<file path="config.mk">
export PLATFORM = sky130hd
export DESIGN_NAME = wb_daq_write_sequencer
export DESIGN_NICKNAME = d
export VERILOG_FILES = /design/src/rtl/wb_daq_write_sequencer.sv
export SDC_FILE = /design/constraint.sdc
export NUM_CORES = 1
export LEC_CHECK = 0
export ABC_AREA = 0
export BUFFER_PORTS_ARGS = -buffer_cell sky130_fd_sc_hd__buf_2
export CORE_ASPECT_RATIO = 1.25
export CORE_UTILIZATION = 51
export CTS_CLUSTER_SIZE = 24
export DETAILED_ROUTE_END_ITERATION = 16
export PLACE_DENSITY = 0.79
export SLEW_MARGIN = 20
export SYNTH_ARGS = -nofsm -noshare
export SYNTH_HDL_FRONTEND = slang
export SYNTH_SLANG_ARGS = --single-unit
</file>
<file path="constraint.sdc">
create_clock -name i_wb_clk -period 4.05 [get_ports i_wb_clk]
set_input_delay 0.6075 -clock i_wb_clk [delete_from_list [all_inputs] [get_ports i_wb_clk]]
set_output_delay 0.6075 -clock i_wb_clk [all_outputs]
set_load 0.02 [all_outputs]
</file>
<file path="src/rtl/wb_daq_write_sequencer.sv">
// wb_daq_write_sequencer: drains DAQ FIFO samples into single-word Wishbone writes to a frame buffer
module wb_daq_write_sequencer #(
    parameter int dw        = 32,
    parameter int aw        = 32,
    parameter int ADDR_STEP = 4
) (
    input  logic          i_wb_clk,
    input  logic          i_wb_rst,
    input  logic [dw-1:0] i_control_reg,
    input  logic [aw-1:0] i_base_address,
    input  logic          i_fifo_empty,
    output logic          o_fifo_rd,
    input  logic [dw-1:0] i_fifo_data,
    input  logic          i_active,
    output logic          o_start,
    output logic [aw-1:0] o_address,
    output logic [3:0]    o_selection,
    output logic          o_write,
    output logic [dw-1:0] o_data_wr,
    output logic          o_busy,
    output logic          o_frame_done,
    output logic [15:0]   o_word_index
);
    typedef enum logic [2:0] {IDLE, FETCH, LATCH, ISSUE, WAIT_ACT, WAIT_DONE} state_t;

    state_t        r_state, w_next;
    logic          r_en_d, r_armed, r_write, r_frame_done;
    logic [15:0]   r_word_index, r_len_d;
    logic [3:0]    r_selection;
    logic [aw-1:0] r_address;
    logic [dw-1:0] r_data_wr;

    logic          w_en, w_cont, w_done, w_last;
    logic [15:0]   w_len;
    logic          w_unused_ctrl;

    assign w_en          = i_control_reg[0];
    assign w_cont        = i_control_reg[1];
    assign w_len         = i_control_reg[31:16];
    assign w_unused_ctrl = ^i_control_reg[15:2];
    assign w_done        = (r_state == WAIT_DONE) && !i_active;
    // word_index >= length-1, evaluated against the live length so a shrink ends the frame
    assign w_last        = ({1'b0, r_word_index} + 17'd1) >= {1'b0, w_len};

    assign o_fifo_rd    = (r_state == FETCH);
    assign o_start      = (r_state == ISSUE);
    assign o_busy       = (r_state != IDLE);
    assign o_address    = r_address;
    assign o_selection  = r_selection;
    assign o_write      = r_write;
    assign o_data_wr    = r_data_wr;
    assign o_frame_done = r_frame_done;
    assign o_word_index = r_word_index;

    always_comb begin
        w_next = r_state;
        case (r_state)
            IDLE:      if (r_armed && w_en && !i_fifo_empty) w_next = FETCH;
            FETCH:     w_next = LATCH;
            LATCH:     w_next = ISSUE;
            ISSUE:     w_next = WAIT_ACT;
            WAIT_ACT:  if (i_active) w_next = WAIT_DONE;
            WAIT_DONE: if (!i_active) w_next = IDLE;
            default:   w_next = IDLE;
        endcase
    end

    always_ff @(posedge i_wb_clk) begin
        if (!i_wb_rst) begin
            r_state      <= IDLE;
            r_en_d       <= 1'b1;
            r_armed      <= 1'b0;
            r_len_d      <= '0;
            r_word_index <= '0;
            r_address    <= '0;
            r_data_wr    <= '0;
            r_selection  <= '0;
            r_write      <= 1'b0;
            r_frame_done <= 1'b0;
        end else begin
            r_state      <= w_next;
            r_en_d       <= w_en;
            r_len_d      <= w_len;
            r_frame_done <= w_done && w_last;
            if (!w_en)
                r_armed <= 1'b0;
            else if (!r_en_d && w_len != 16'd0)
                r_armed <= 1'b1;
            else if (w_done && w_last && !w_cont)
                r_armed <= 1'b0;
            // a new length written while idle restarts the frame at word 0
            if (w_done)
                r_word_index <= w_last ? 16'd0 : r_word_index + 16'd1;
            else if (r_state == IDLE && w_len != r_len_d)
                r_word_index <= '0;
            if (r_state == LATCH) begin
                r_data_wr   <= i_fifo_data;
                r_address   <= i_base_address + aw'(r_word_index) * aw'(ADDR_STEP);
                r_selection <= 4'hF;
                r_write     <= 1'b1;
            end else if (w_done || r_state == IDLE) begin
                r_selection <= '0;
                r_write     <= 1'b0;
            end
        end
    end
endmodule

</file>
==> reports/metrics.yaml <==
power_and_ir_drop:
  seqPwrFrac_pct: 48.8
  ir_drop_mv: 0.187
  power_density_mw_per_mm2: 317
  cellLeakagePower_nw: 3.05
  switchingPower_mw: 0.523
  combPwrFrac_pct: 9.8
  clock_power_share_pct: 41.4
  intPower_mw: 1.62
  p_sw_share_pct: 24.4
floorplanning:
  die_y_um: 118
  coreArea_sq_mm: 0.0106
  ioPinCount: 189
  die_w_um: 95.2
  row_count: 42
  die_area_sq_mm: 0.0113
  initial_core_util_pct: 52.4
timing:
  fin_tns_setup_ns: 0
  hold_viol: 0
  holdWs_ns: 0.450
  relSlewSlack_pct: 44.6
  finalMaxSlewViolations: 0
  period_share_pct: 86.8
  rsz0062_at_grt: "no"
  fmax_mhz: 284
  min_period_ns: 3.52
  finalClockSkew_ns: 0.00824
  worst_pin_slew_ns: 0.829
  final-setup-viol-count: 0
critical_path:
  critPathMaxFanout: 17
  cp.arrival_ns: 3.81
  start_kind: "flip-flop"
  reg2reg_slack_ns: 0.53
  rr_worst_depth: 11
  crit_type: "flip-flop to flip-flop"
  rr_startpoint: "o_word_index[0]"
  cp-end-kind: "flip-flop"
  required_ns: 4.34
  r2r_end: "o_word_index[3]"
clock_tree:
  root_buffer: "clkbuf_16"
  tritoncts: "done"
  clock_latency_ns: 0.35
  ctsResizeCount: 0
  clock-sinks: 103
  htreeDepth: 3
  post-cts-setup-buffers: 0
  postCtsHoldBufs: 0
  cts.reportedPaths.clkPinSlew_ns: 0.07
  cts_max_path_buffers: 2
  cts_buffers: 9
synth:
  ys.flop_type: "dfxtp_1"
  synth-edff-count: 0
  ys_seq_elements: 103
  async_flop_share_pct: 0
  yosysTopAreaCell: "dfxtp_1"
  netlist_area_sq_mm: 0.00554
  syn_nets: 828
  synth_commonest_cells: "nand2_1, dfxtp_1, a21oi_1"
  ys_types: 54
  yosysSeqAreaShare_pct: 37.2
  synth_area_leaders: "dfxtp_1, nand2_1, ha_1"
  synth_area_per_cell_sq_um: 7.98
  yosysMostFrequentCell: "nand2_1"
  ys_warn_count: 0
  synth_top_area_share_pct: 37.2
  postSynthCellCount: 694
global_route:
  antenna_found_initial: 1
  grt_usage_pct: 26.3
  grt_overflow: 0
  first_global_vias: 5181
  grt_pass1_wl_um: 23400
  grt_max_degree: 48
cells_and_area:
  fin_nets: 976
  multi_input_area_sq_mm: 0.00318
  syn2layout_area_growth_pct: 21.9
  drive_above_1_share_pct: 23.8
  ff_latch_area_sq_mm: 0.00206
  fillers: 943
routing:
  via_count: 5503
  wl_um: 14700
  dr_wl_met3_um: 885
  vias_per_cell: 5.62
  dr.first_iter.drc_count: 270
  drt-met1-wl_um: 5880
  wl_met2_um: 7430
  maxUsedRoutingLayer: "met4"
  ant_nets: 0
  route.detailed.drc: 0
  wire_per_inst_um: 15.0
  drt_first_pass_iters: 5
place:
  portBuffers: 174
  routabilityCongestion: 0.919
  post-dp-hpwl_um: 11100
min_path:
  whs_path_depth: 2
  hp-class: "flip-flop to flip-flop"
  hold_end: "o_address[7]"
  hold_start: "o_address[7]"
run_status:
  status: "finished, final reports clean"
run:
  drv_cap: 0
-- registers in the layout, summed over array words and instances (netlist names) --
signal and flops:
r_state 3, o_selection 1, o_frame_done 1, o_word_index 16, r_len_d 16, o_address 32, r_armed 1, r_en_d 1
o_data_wr 32
-- metal layers --
layer	GRT usage, %	up-vias
li1	-	2741
met1	29.1	2511
met2	46.4	208
met3	5.41	43
met4	13.0	0
met5	0	-
-- worst max-delay path, cell delays in order, from the launching register on --
cell     delay [ns]
dfxtp_1        0.49
ha_1           0.34
and3_1         0.26
nand2_1        0.15
nor2_1         0.16
xor2_1         0.20
ha_1           0.27
a21o_1         0.17
a21oi_1        0.15
o311a_1        0.57
and3_1         0.51
a22o_1         0.20
-- layout by cell type (no fill, tap or decap), types with 6 or more instances in the layout --
cell type	synthesis	routed
xor2_1	23	23
nor4_1	8	8
o211ai_1	10	10
xnor2_1	24	24
nor3_1	8	8
a311oi_1	6	6
nor2_1	41	41
o21ai_0	26	26
nand4_1	18	18
inv_1	29	29
nand3_1	20	20
and3_1	9	9
clkbuf_16	0	9
a21o_1	6	6
buf_4	4	7
a211oi_1	7	7
a21oi_1	75	75
nand2_1	125	125
dfxtp_1	103	103
a31oi_1	12	12
buf_2	0	174
a22o_1	7	7
ha_1	33	33
-- area by class of cell --
type	count	share of cell area [%]
multi-input combinational	517	47.1
sequential	103	30.6
timing repair buffer	181	13.7
clock buffer	11	3.60
tap	132	2.45
inverter	30	1.67
clock inverter	5	0.964
antenna	1	0.0371
-- cell families after synthesis --
group	Yosys count	share of synthesized area (%)
simple gates	260	21.8
compound gates	172	19.6
flops	103	37.2
buf+inv	74	5.42
xor+xnor	47	7.43
fa+ha+maj	34	7.82
mux	4	0.746
-- through the flow --
stage	cell area, sq um	setup WS, ns	utilization [%]	power [mW]	cells
2_1_floorplan	5540	0.705	-	1.19	694
3_3_place_gp	6440	0.718	61.0	1.27	963
3_5_place_dp	6440	0.696	61.0	1.28	963
4_1_cts	6750	0.623	63.9	2.16	979
5_1_grt	6750	0.305	63.9	2.23	980
6_report	6750	0.533	63.9	2.14	980
-- power by group through the flow --
stage | sequential (mW) | clock, mW | combinational (mW)
5_1_grt | 1.05 | 0.946 | 0.233
2_1_floorplan | 1.08 | 0 | 0.103
3_5_place_dp | 1.07 | 0 | 0.210
3_3_place_gp | 1.07 | 0 | 0.204
6_report | 1.05 | 0.886 | 0.211
4_1_cts | 1.05 | 0.901 | 0.211
-- worst max-delay path by stage --
stage                     from                to  cells after the start
2_1_floorplan  o_word_index[2]  o_word_index[11]                     14
4_1_cts        o_word_index[0]  o_word_index[11]                     11
3_5_place_dp   o_word_index[0]  o_word_index[11]                     11
3_3_place_gp   o_word_index[0]  o_word_index[11]                     11
6_report       o_word_index[0]   o_word_index[3]                     11
5_1_grt        o_word_index[1]  o_word_index[11]                     11
No activity file was read; power rests on OpenSTA's default activity.
